===== src/rtl/decode_stage.sv =====
// Decode stage: buffers IF output, decodes head, forwards operands, issues into ID/EX register.
// Latency: 1 cycle from valid buffer head to id_valid_o; push-to-head adds one buffer cycle.
// Backpressure: if_ready_o = buffer not full; head holds on load-use hazard or !ex_ready_i.
// Optional feature macro: DECODE_ILLEGAL_CHK_EN (flags illegal/unlisted encodings on id_ill_o).
module decode_stage #(
    parameter int XLEN       = 32,
    parameter int FWD_SRCS   = 3,
    parameter int IBUF_DEPTH = 2
) (
    input  logic                     clk,
    input  logic                     rst_n,
    input  logic                     flush_i,
    input  logic                     if_valid_i,
    output logic                     if_ready_o,
    input  logic [31:0]              if_pc_i,
    input  logic [31:0]              if_instr_i,
    output logic [4:0]               rs1_idx_o,
    output logic [4:0]               rs2_idx_o,
    input  logic [XLEN-1:0]          rs1_rdata_i,
    input  logic [XLEN-1:0]          rs2_rdata_i,
    input  logic [FWD_SRCS-1:0]      fwd_en_i,
    input  logic [5*FWD_SRCS-1:0]    fwd_idx_i,
    input  logic [XLEN*FWD_SRCS-1:0] fwd_data_i,
    input  logic                     ex_ld_i,
    input  logic [4:0]               ex_rd_idx_i,
    input  logic                     ex_ready_i,
    output logic                     id_valid_o,
    output logic [31:0]              id_pc_o,
    output logic [31:0]              id_instr_o,
    output logic [XLEN-1:0]          id_rs1_o,
    output logic [XLEN-1:0]          id_rs2_o,
    output logic [XLEN-1:0]          id_imm_o,
    output logic [4:0]               id_rd_idx_o,
    output logic                     id_rd_en_o,
    output logic                     id_ill_o,
    output logic [15:0]              stall_cnt_o
);
    localparam int PW = (IBUF_DEPTH > 1) ? $clog2(IBUF_DEPTH) : 1;
    localparam int CW = $clog2(IBUF_DEPTH + 1);

    logic [31:0]   pc_buf_q    [IBUF_DEPTH];
    logic [31:0]   instr_buf_q [IBUF_DEPTH];
    logic [PW-1:0] rd_ptr_q, wr_ptr_q;
    logic [CW-1:0] count_q;

    logic          head_vld, push, fire, hazard, stall_ev;
    logic [31:0]   head_instr, head_pc;
    logic          rs1_en, rs2_en, rd_en, known;
    logic          ill;
    logic [31:0]   imm32;
    logic [XLEN-1:0] imm_ext, rs1_fwd, rs2_fwd;
    logic          hit1, hit2;

    function automatic logic [PW-1:0] ptr_inc(input logic [PW-1:0] p);
        return (p == PW'(IBUF_DEPTH - 1)) ? '0 : p + 1'b1;
    endfunction

    assign head_vld   = (count_q != '0);
    assign head_instr = instr_buf_q[rd_ptr_q];
    assign head_pc    = pc_buf_q[rd_ptr_q];
    assign if_ready_o = (count_q != CW'(IBUF_DEPTH));
    assign push       = if_valid_i & if_ready_o & ~flush_i;
    assign rs1_idx_o  = head_instr[19:15];
    assign rs2_idx_o  = head_instr[24:20];

    // Field decode of the head entry: register enables and 32-bit immediate.
    always_comb begin
        rs1_en = 1'b0;
        rs2_en = 1'b0;
        rd_en  = 1'b0;
        known  = 1'b1;
        imm32  = '0;
        case (head_instr[6:0])
            7'b0010011, 7'b0000011, 7'b1100111: begin
                rs1_en = 1'b1; rd_en = 1'b1;
                imm32  = {{20{head_instr[31]}}, head_instr[31:20]};
            end
            7'b0110011: begin
                rs1_en = 1'b1; rs2_en = 1'b1; rd_en = 1'b1;
            end
            7'b1100011: begin
                rs1_en = 1'b1; rs2_en = 1'b1;
                imm32  = {{19{head_instr[31]}}, head_instr[31], head_instr[7],
                          head_instr[30:25], head_instr[11:8], 1'b0};
            end
            7'b0100011: begin
                rs1_en = 1'b1; rs2_en = 1'b1;
                imm32  = {{20{head_instr[31]}}, head_instr[31:25], head_instr[11:7]};
            end
            7'b1101111: begin
                rd_en  = 1'b1;
                imm32  = {{11{head_instr[31]}}, head_instr[31], head_instr[19:12],
                          head_instr[20], head_instr[30:21], 1'b0};
            end
            7'b0110111, 7'b0010111: begin
                rd_en  = 1'b1;
                imm32  = {head_instr[31:12], 12'b0};
            end
            7'b1110011: begin
                rd_en  = 1'b1;
                rs1_en = ~head_instr[14];
            end
            default: known = 1'b0;
        endcase
    end

    assign imm_ext = XLEN'($signed(imm32));

`ifdef DECODE_ILLEGAL_CHK_EN
    // Every listed opcode ends in 2'b11, so "unlisted" also covers compressed-style encodings.
    assign ill = ~known;
`else
    assign ill = 1'b0;
`endif

    // Operand forwarding: lowest matching channel wins, x0 reads zero, disabled operands pass rdata.
    always_comb begin
        rs1_fwd = rs1_rdata_i;
        rs2_fwd = rs2_rdata_i;
        hit1    = 1'b0;
        hit2    = 1'b0;
        for (int k = 0; k < FWD_SRCS; k++) begin
            if (!hit1 && fwd_en_i[k] && fwd_idx_i[5*k +: 5] == rs1_idx_o && rs1_idx_o != 5'd0) begin
                rs1_fwd = fwd_data_i[XLEN*k +: XLEN];
                hit1    = 1'b1;
            end
            if (!hit2 && fwd_en_i[k] && fwd_idx_i[5*k +: 5] == rs2_idx_o && rs2_idx_o != 5'd0) begin
                rs2_fwd = fwd_data_i[XLEN*k +: XLEN];
                hit2    = 1'b1;
            end
        end
        if (rs1_idx_o == 5'd0) rs1_fwd = '0;
        if (rs2_idx_o == 5'd0) rs2_fwd = '0;
        if (!rs1_en) rs1_fwd = rs1_rdata_i;
        if (!rs2_en) rs2_fwd = rs2_rdata_i;
    end

    assign hazard   = head_vld & ex_ld_i & (ex_rd_idx_i != 5'd0) &
                      ((rs1_en & (rs1_idx_o == ex_rd_idx_i)) | (rs2_en & (rs2_idx_o == ex_rd_idx_i)));
    assign fire     = head_vld & ~hazard & (~id_valid_o | ex_ready_i) & ~flush_i;
    assign stall_ev = head_vld & hazard & (~id_valid_o | ex_ready_i) & ~flush_i;

    // Buffer storage; contents are qualified by count_q so they need no reset.
    always_ff @(posedge clk) begin
        if (push) begin
            pc_buf_q[wr_ptr_q]    <= if_pc_i;
            instr_buf_q[wr_ptr_q] <= if_instr_i;
        end
    end

    // Buffer pointers and occupancy; flush discards everything including a same-cycle push.
    always_ff @(posedge clk or negedge rst_n) begin
        if (!rst_n) begin
            rd_ptr_q <= '0;
            wr_ptr_q <= '0;
            count_q  <= '0;
        end else if (flush_i) begin
            rd_ptr_q <= '0;
            wr_ptr_q <= '0;
            count_q  <= '0;
        end else begin
            if (push) wr_ptr_q <= ptr_inc(wr_ptr_q);
            if (fire) rd_ptr_q <= ptr_inc(rd_ptr_q);
            case ({push, fire})
                2'b10:   count_q <= count_q + 1'b1;
                2'b01:   count_q <= count_q - 1'b1;
                default: count_q <= count_q;
            endcase
        end
    end

    // ID/EX register: load on fire, drop valid once EX takes it, hold while EX stalls.
    always_ff @(posedge clk or negedge rst_n) begin
        if (!rst_n) begin
            id_valid_o  <= 1'b0;
            id_pc_o     <= '0;
            id_instr_o  <= '0;
            id_rs1_o    <= '0;
            id_rs2_o    <= '0;
            id_imm_o    <= '0;
            id_rd_idx_o <= '0;
            id_rd_en_o  <= 1'b0;
            id_ill_o    <= 1'b0;
        end else if (flush_i) begin
            id_valid_o  <= 1'b0;
        end else if (fire) begin
            id_valid_o  <= 1'b1;
            id_pc_o     <= head_pc;
            id_instr_o  <= head_instr;
            id_rs1_o    <= rs1_fwd;
            id_rs2_o    <= rs2_fwd;
            id_imm_o    <= imm_ext;
            id_rd_idx_o <= head_instr[11:7];
            id_rd_en_o  <= rd_en;
            id_ill_o    <= ill;
        end else if (id_valid_o && ex_ready_i) begin
            id_valid_o  <= 1'b0;
        end
    end

    // Saturating count of cycles lost to load-use hazards; survives flush.
    always_ff @(posedge clk or negedge rst_n) begin
        if (!rst_n) begin
            stall_cnt_o <= '0;
        end else if (stall_ev && stall_cnt_o != 16'hFFFF) begin
            stall_cnt_o <= stall_cnt_o + 16'd1;
        end
    end
endmodule

===== config.mk =====
export PLATFORM = sky130hd
export DESIGN_NAME = decode_stage
export DESIGN_NICKNAME = d
export VERILOG_FILES = /design/src/rtl/decode_stage.sv
export SDC_FILE = /design/constraint.sdc
export NUM_CORES = 1
export LEC_CHECK = 0
export ABC_AREA = 1
export BUFFER_PORTS_ARGS = -buffer_cell sky130_fd_sc_hd__buf_2
export CAP_MARGIN = 20
export CORE_MARGIN = 2
export CORE_UTILIZATION = 25
export CTS_CLUSTER_SIZE = 40
export DETAILED_ROUTE_END_ITERATION = 10
export REMOVE_ABC_BUFFERS = 1
export SETUP_SLACK_MARGIN = 0.3
export SYNTH_ARGS = -nofsm -noshare
export SYNTH_HDL_FRONTEND = slang
export SYNTH_SLANG_ARGS = --single-unit
export TNS_END_PERCENT = 100

===== constraint.sdc =====
create_clock -name clk -period 7.6 [get_ports clk]
set_input_delay 1.14 -clock clk [delete_from_list [all_inputs] [get_ports clk]]
set_output_delay 1.14 -clock clk [all_outputs]
set_load 0.005 [all_outputs]

==> key figures, run 1 <==
Run status
  • Status: finished, final reports clean

Route
  • Routed WL: between 60 and 70 mm
  • Vias: ~16,000
  • DRC Markers: 0
  • Vias/cell: 4.69
  • DR pass1 iterations: 7
  • Post-DRT Antenna Nets: 0
  • DR WL/cell: between 15 and 20 microns
  • Drt initial violations: approximately 1,900

Setup path
  • CP most frequent cell: nand2_1
  • Setup CP Type: reg -> reg
  • CP max stage delay: a little over 1 ns
  • Launch point of the worst path: rd_ptr_q
  • Reg-to-Reg End: id_rs1_o[21]
  • Crit path capture type: flop
  • Startpoint types: flop
  • CP Cell Sequence: inv_6 -> nand2_1 -> nand2_2 -> nor2_1 -> nand4_1 -> inv_2 -> nor2_4 -> buf_4 -> nand2_2 -> buf_4 -> nand3_2 -> nand3_1 -> nand2_1 -> nand2_1 -> nand2_1 -> nand2_1
  • Arr. time, crit path: around 5.4 ns
  • Slowest-stage cell, CP: dfrtp_4
  • Max Fanout on Critical Path: between 70 and 80
  • Worst Setup EP: id_rs1_o[21]
  • Cells on worst reg2reg path: 16
  • Worst reg2reg setup slack: approximately 2.7 ns
  • R2R Path Start: rd_ptr_q
  • Crit path required time: between 8 and 9 ns

STA
  • Relative slew margins: 0.312
  • Final setup fails: 0
  • Least-Margin Pin Slew: between 1 and 1.5 ns
  • Final Hold Violating Endpoints: 0
  • Post-layout min period: 4.87 ns
  • RSZ-0062 raised after global routing: false
  • Fin Setup TNS: 0 ns
  • Skew final: between 0.02 and 0.025 ns
  • Final period util: 0.640
  • Max-slew violation count: 0
  • Max Clk Rate: around 0.21 GHz

Logic synthesis
  • Post-synthesis async set-or-reset flop share: 0.587
  • Synth Area per Inst: around 8.1 sq um
  • Mapped Cells: ~2,100
  • Ys flop type: dfrtp_1
  • Synth unique cells: 42
  • #FFs+latches synth: 310
  • Synthesized area: roughly 0.017 sq mm
  • Sequential fraction of the synthesis area: 0.498
  • YS warnings: 0
  • Post-synth EDFFs: between 100 and 150

Clocking
  • Setup Buffers After CTS: 0
  • Post-cts resize count: 0
  • Clock transition at path regs: 0.05 ns
  • CTS Buffer Depth: 3
  • Total clock sinks: 310
  • Clk_lat worst skew: around 0.58 ns
  • H-tree Lvls: 2
  • CTS tree: done
  • CTS root buf: clkbuf_16
  • CTS Hold Bufs: 0
  • CTS Buf Count: 40

Global routing
  • Number of global-route vias before repair: between 10,000 and 15,000
  • First-pass GRT wire length: 96.6 mm
  • Total GRT Usage: 0.182
  • Initial antenna violation count: 18
  • Largest net degree at the start of global routing: 98
  • Total grt overflow: 0

Die
  • Initial Util: 0.252
  • Die width: roughly 260 microns
  • Die Ht: approximately 260 microns
  • Io pins: between 400 and 500
  • Rows: 95
  • Die ar.: 0.0696 sq mm
  • Core Box Area: roughly 0.067 sq mm

Pwr
  • Power per standard cell area: 327 mW/mm^2
  • Lkg Pwr: between 10 and 15 nW
  • VDD IR-drop max: about 0.00023 V

Final layout
  • Synthesis-to-layout area growth: 23.7%
  • Finished Cell Area: roughly 0.021 sq mm
  • Layout Nets: roughly 2,700
  • Share of layout cells above drive strength 1: 0.246
  • # fillers: approximately 7,200

Hold path
  • Hold Path Class: reg -> reg

Placement
  • GP Congestion: approximately 0.89
  • Placed cell area: between 0.015 and 0.02 sq mm
  • Dpl hpwl: between 40 and 50 mm
  • Port buffer count: 446

Flow run
  • Max_cap viols: 0
cells in the final DEF, fill, tap and decap left out, types with 32 or more instances in the layout:
master / instances
nand2_1: 817
buf_2: 445
nand3_1: 191
dfrtp_1: 181
edfxtp_1: 128
inv_1: 122
nor2_1: 100
nand4_1: 76
o21ai_0: 48
a21oi_1: 45
clkbuf_16: 40
nand3b_1: 34
clkinv_1: 34
o31ai_2: 32
a21boi_1: 32
power breakdown:
| group | total, mW | switching (mW) | internal, mW |
|---|---|---|---|
| clock | 1.83 | 0.794 | 1.04 |
| sequential | 2.52 | 0.323 | 2.19 |
| combinational | 2.47 | 1.60 | 0.866 |
| total | 6.81 | 2.72 | 4.10 |
cell usage after synthesis (34+ instances only):
library cell	instances	area share
inv_1	122	0.027
a21oi_1	45	0.013
nand3b_1	34	0.015
nand2_1	818	0.18
o21ai_0	48	0.014
nand3_1	192	0.057
buf_2	63	0.019
dfrtp_1	182	0.27
nand4_1	76	0.028
edfxtp_1	128	0.23
nor2_1	104	0.023
area by class of cell:
cell class                 count  area [sq um]  share of cell area
antenna                        8          20.0            0.000960
clock buffer                  56          1080              0.0518
clock inverter                17           151             0.00726
inverter                     170           644              0.0309
multi-input combinational   1476          7050               0.338
sequential                   310          8400               0.403
tap                          873          1090              0.0524
timing repair buffer         466          2410               0.116
worst min-delay path by stage:
stage	from	endpoint	slack (ns)	depth (start not counted)
after global routing	id_instr_o[21]	id_instr_o[21]	0.50	2
after detailed placement	id_imm_o[14]	id_imm_o[14]	0.46	2
after floorplan	id_rs1_o[0]	id_rs1_o[0]	0.47	2
after global placement	id_imm_o[4]	id_imm_o[4]	0.46	2
after CTS	id_rs1_o[24]	id_rs1_o[24]	0.48	2
final	id_rs1_o[19]	id_rs1_o[19]	0.47	2
per-stage QoR:
step                       util  worst slack, ns  total power [mW]  hold slack (ns)  std cells
after floorplan               -             1.64              3.82            0.472       1956
after CTS                 0.310             2.62              6.90            0.481       3367
after detailed placement  0.292             2.64              5.02            0.463       3294
after global placement    0.292             2.63              5.01            0.459       3294
after global routing      0.311             2.32              7.28            0.495       3371
final                     0.311             2.73              6.81            0.475       3376
sequential cells by signal, summed over array words and instances (netlist names):
register and flops:
id_pc_o 32, count_q 2, id_imm_o 32, stall_cnt_o 16
id_valid_o 1, id_rs2_o 32, rd_ptr_q 1, instr_buf_q 64
id_instr_o 32, pc_buf_q 64, wr_ptr_q 1, id_rd_en_o 1
id_rs1_o 32
logic make-up after synthesis:
kind of cell | count (synthesis) | share of synthesized area
AND/OR/NAND/NOR | 1264 | 0.324
flip-flops | 310 | 0.498
buffers and inverters | 309 | 0.0875
AO/OA/AOI/OAI | 185 | 0.0769
XOR/XNOR | 24 | 0.0125
adder cells (fa/ha/maj) | 1 | 0.000742
other | 1 | 0.000222
multiplexers | 1 | 0.000593
critical path, delay by kind of cell (launching register included):
| kind | cells | cell delay (ns) |
|---|---|---|
| flops | 1 | 1.03 |
| buf+inv | 4 | 1.42 |
| simple gates | 12 | 2.26 |
per-layer routing:
layer  global-route usage  vias up  wire length, microns
li1                     -     7545                     -
met1                0.232     7324                 26300
met2                0.290      817                 29300
met3               0.0625      131                  7490
met4               0.0527       20                  1790
met5                    0        -                   133
Power figures use the tool's default switching activity.
==> run 2: changes to the inputs <==
--- a/config.mk
+++ b/config.mk
@@ -5,7 +5,7 @@
 export SDC_FILE = /design/constraint.sdc
 export NUM_CORES = 1
 export LEC_CHECK = 0
-export ABC_AREA = 1
+export ABC_AREA = 0
 export BUFFER_PORTS_ARGS = -buffer_cell sky130_fd_sc_hd__buf_2
 export CAP_MARGIN = 20
 export CORE_MARGIN = 2
==> constraint.sdc (replaced) <==
create_clock -name clk -period 4.85 [get_ports clk]
set_input_delay 0.7275 -clock clk [delete_from_list [all_inputs] [get_ports clk]]
set_output_delay 0.7275 -clock clk [all_outputs]
set_load 0.005 [all_outputs]
==> run 2 against run 1 <==
Compared with the run above: worst hold slack worse by 0.31 ns; final cell count down 24%; via count is 19% lower; utilization increased by 1.0 points; synthesized cell count down 36%; clock-buffer cell count is 2 lower; clock skew increased by 0.0021 ns; register-to-register slack lost 2.0 ns; area after synthesis shrank 11%; wire length fell by 11%.
==> key figures, run 2 <==
Logic synthesis
  • Synth Area per Inst: about 11 sq um
  • Post-synth EDFFs: between 100 and 150
  • Ys flop type: dfrtp_1
  • Synthesized area: roughly 0.015 sq mm
  • Sequential fraction of the synthesis area: 0.557
  • Post-synthesis async set-or-reset flop share: 0.587
  • Mapped Cells: 1,337
  • Area leader, netlist: dfrtp_1
  • Post-synth top cells: dfrtp_1 (182), nand2_1 (153), edfxtp_1 (128)
  • YS warnings: 0
  • #FFs+latches synth: 310
  • Synth unique cells: 70
  • Top cells by area, synth: dfrtp_1 (30%), edfxtp_1 (25%), nand2_1 (3.8%)
  • Cell with the most instances after synthesis: dfrtp_1
  • Yosys top cell area share: 0.302

Route
  • DR WL/cell: 22.6 microns
  • Post-DRT Antenna Nets: 0
  • DRC Markers: 0
  • Vias: approximately 13,000
  • Vias/cell: approximately 5
  • Routed WL: about 58 mm
  • Drt initial violations: around 790
  • DR pass1 iterations: 6

Setup path
  • Reg-to-Reg End: id_rs1_o[11]
  • Startpoint types: flop
  • Arr. time, crit path: ~4.5 ns
  • Slowest-stage cell, CP: dfrtp_4
  • Worst Setup EP: id_rs1_o[11]
  • R2R Path Start: rd_ptr_q
  • Max Fanout on Critical Path: 32
  • Worst reg2reg setup slack: roughly 0.77 ns
  • Launch point of the worst path: rd_ptr_q
  • CP max stage delay: around 0.82 ns
  • Cells on worst reg2reg path: 8
  • CP Cell Sequence: mux2i_2 -> mux2_2 -> nor4_1 -> o211ai_1 -> buf_4 -> o22ai_1 -> o21ai_0 -> a32o_1
  • Setup CP Type: reg -> reg
  • Crit path capture type: flop
  • Crit path required time: about 5.3 ns

STA
  • Least-Margin Pin Slew: approximately 1.1 ns
  • Max Clk Rate: about 0.24 GHz
  • Post-layout min period: 4.08 ns
  • Skew final: ~0.025 ns
  • Relative slew margins: 0.278
  • RSZ-0062 raised after global routing: false
  • Final setup fails: 0
  • Worst Hold Slack: roughly 0.17 ns
  • Max-slew violation count: 0
  • Final period util: 0.842
  • Final Hold Violating Endpoints: 0

Die
  • Die width: about 250 microns
  • Core Box Area: roughly 0.06 sq mm
  • Die ar.: ~0.062 sq mm
  • Rows: 90
  • Die Ht: 250 microns
  • Io pins: around 450
  • Initial Util: 0.251

Clocking
  • CTS Buffer Depth: 3
  • Clk_lat worst skew: a little under 0.6 ns
  • CTS tree: done
  • Post-cts resize count: 0
  • CTS root buf: clkbuf_16
  • CTS Hold Bufs: 0
  • Total clock sinks: slightly above 300
  • CTS Buf Count: 39
  • Setup Buffers After CTS: 0
  • H-tree Lvls: 2
  • Clock transition at path regs: about 0.060 ns

Hold path
  • Hold Path Class: in -> async

Final layout
  • Layout Nets: roughly 2,000
  • Finished Cell Area: between 0.015 and 0.02 sq mm
  • Biggest regs: instr_buf_q: 64 flops, pc_buf_q: 64 flops
  • Share of layout cells above drive strength 1: 0.342
  • Synthesis-to-layout area growth: 28.0%
  • Most common cell after layout, fill and taps aside: buf_2
  • # fillers: approximately 6,100
  • Most frequent cells in the layout: buf_2 (445), dfrtp_1 (181), nand2_1 (153)
  • Register area: around 0.0084 sq mm
  • Layout Cells excl Fill: about 2,600
  • Multi-input gate area: 0.00599 sq mm

Global routing
  • Initial antenna violation count: 31
  • Number of global-route vias before repair: 13,000
  • First-pass GRT wire length: around 84 mm
  • Total grt overflow: 0
  • Total GRT Usage: 0.179
  • Largest net degree at the start of global routing: 124

Pwr
  • VDD IR-drop max: between 0.0003 and 0.0004 V
  • Power per standard cell area: between 300 and 400 mW/mm^2
  • Lkg Pwr: ~8.5 nW

Placement
  • Placed cell area: 0.0180 sq mm
  • DP Cell Count: 2,481
  • GP Congestion: 0.925
  • Port buffer count: between 400 and 500
  • Dpl hpwl: 40.7 mm

Run status
  • Status: finished, final reports clean

Flow run
  • Max_cap viols: 0
run 2: cell types whose count changed in the layout (fill, tap and decap cells not counted), moves of 33 or more:
cell	previous run	this run
nand2_1	817	153
nor2_1	100	17
mux2i_1	1	55
a31oi_1	0	33
o31ai_1	0	71
nand3_1	191	17
a221oi_1	0	33
nand4_1	76	7
inv_1	122	49
o21ai_0	48	112
mux2_2	0	43
xnor2_1	6	46
run 2: final cells by class:
type	instances	share of cell area
Sequential cell	310	0.435
Multi-Input combinational cell	865	0.310
Timing Repair Buffer	475	0.128
Clock buffer	54	0.0550
Tap cell	782	0.0507
Clock inverter	18	0.00959
Inverter	49	0.00953
Antenna cell	11	0.00143
run 2: kinds of logic after synthesis:
family,synth area share
compound gates,0.175
flops,0.557
simple gates,0.0944
buf+inv,0.0510
mux,0.0891
xor+xnor,0.0319
fa+ha+maj,0.000830
other cells,0.000249
run 2: stage by stage:
step                      setup WS [ns]  total power, mW  utilization  TNS [ns]
after floorplan                   -4.13             3.81            -   -646.45
final                             0.768             7.29        0.322         0
after CTS                         0.799             7.41        0.321         0
after detailed placement          0.841             4.51        0.300         0
after global placement            0.928             4.48        0.300         0
after global routing              0.490             7.65        0.321         0
run 2: worst min path at each step:
stage / endpoint / start / depth (start not counted)
floorplan: count_q[0] / rst_n / 0
global placement: id_rs2_o[10] / id_rs2_o[10] / 2
detailed placement: id_rs2_o[7] / id_rs2_o[7] / 2
CTS: stall_cnt_o[10] / rst_n / 1
global route: stall_cnt_o[14] / rst_n / 1
finish: stall_cnt_o[15] / rst_n / 1
run 2: per-layer routing:
layer,GRT usage,share of wire,vias to the layer above
li1,-,-,5795
met3,0.0654,0.10,150
met1,0.212,0.39,6209
met4,0.0757,0.039,22
met2,0.295,0.46,684
met5,0,0.0023,-
run 2: where the power goes:
group / leakage (nW) / total [mW] / switching [mW] / internal, mW
Clock: 0.599 / 2.85 / 1.23 / 1.62
Combinational: 4.36 / 1.21 / 0.666 / 0.544
Sequential: 3.52 / 3.24 / 0.191 / 3.04
run 2: worst max-delay path: cells and delay by family, from the launching register on:
family,cells,cell delay [ns]
compound gates,4,1.13
mux,2,1.06
flops,1,0.82
simple gates,1,0.58
buf+inv,1,0.34
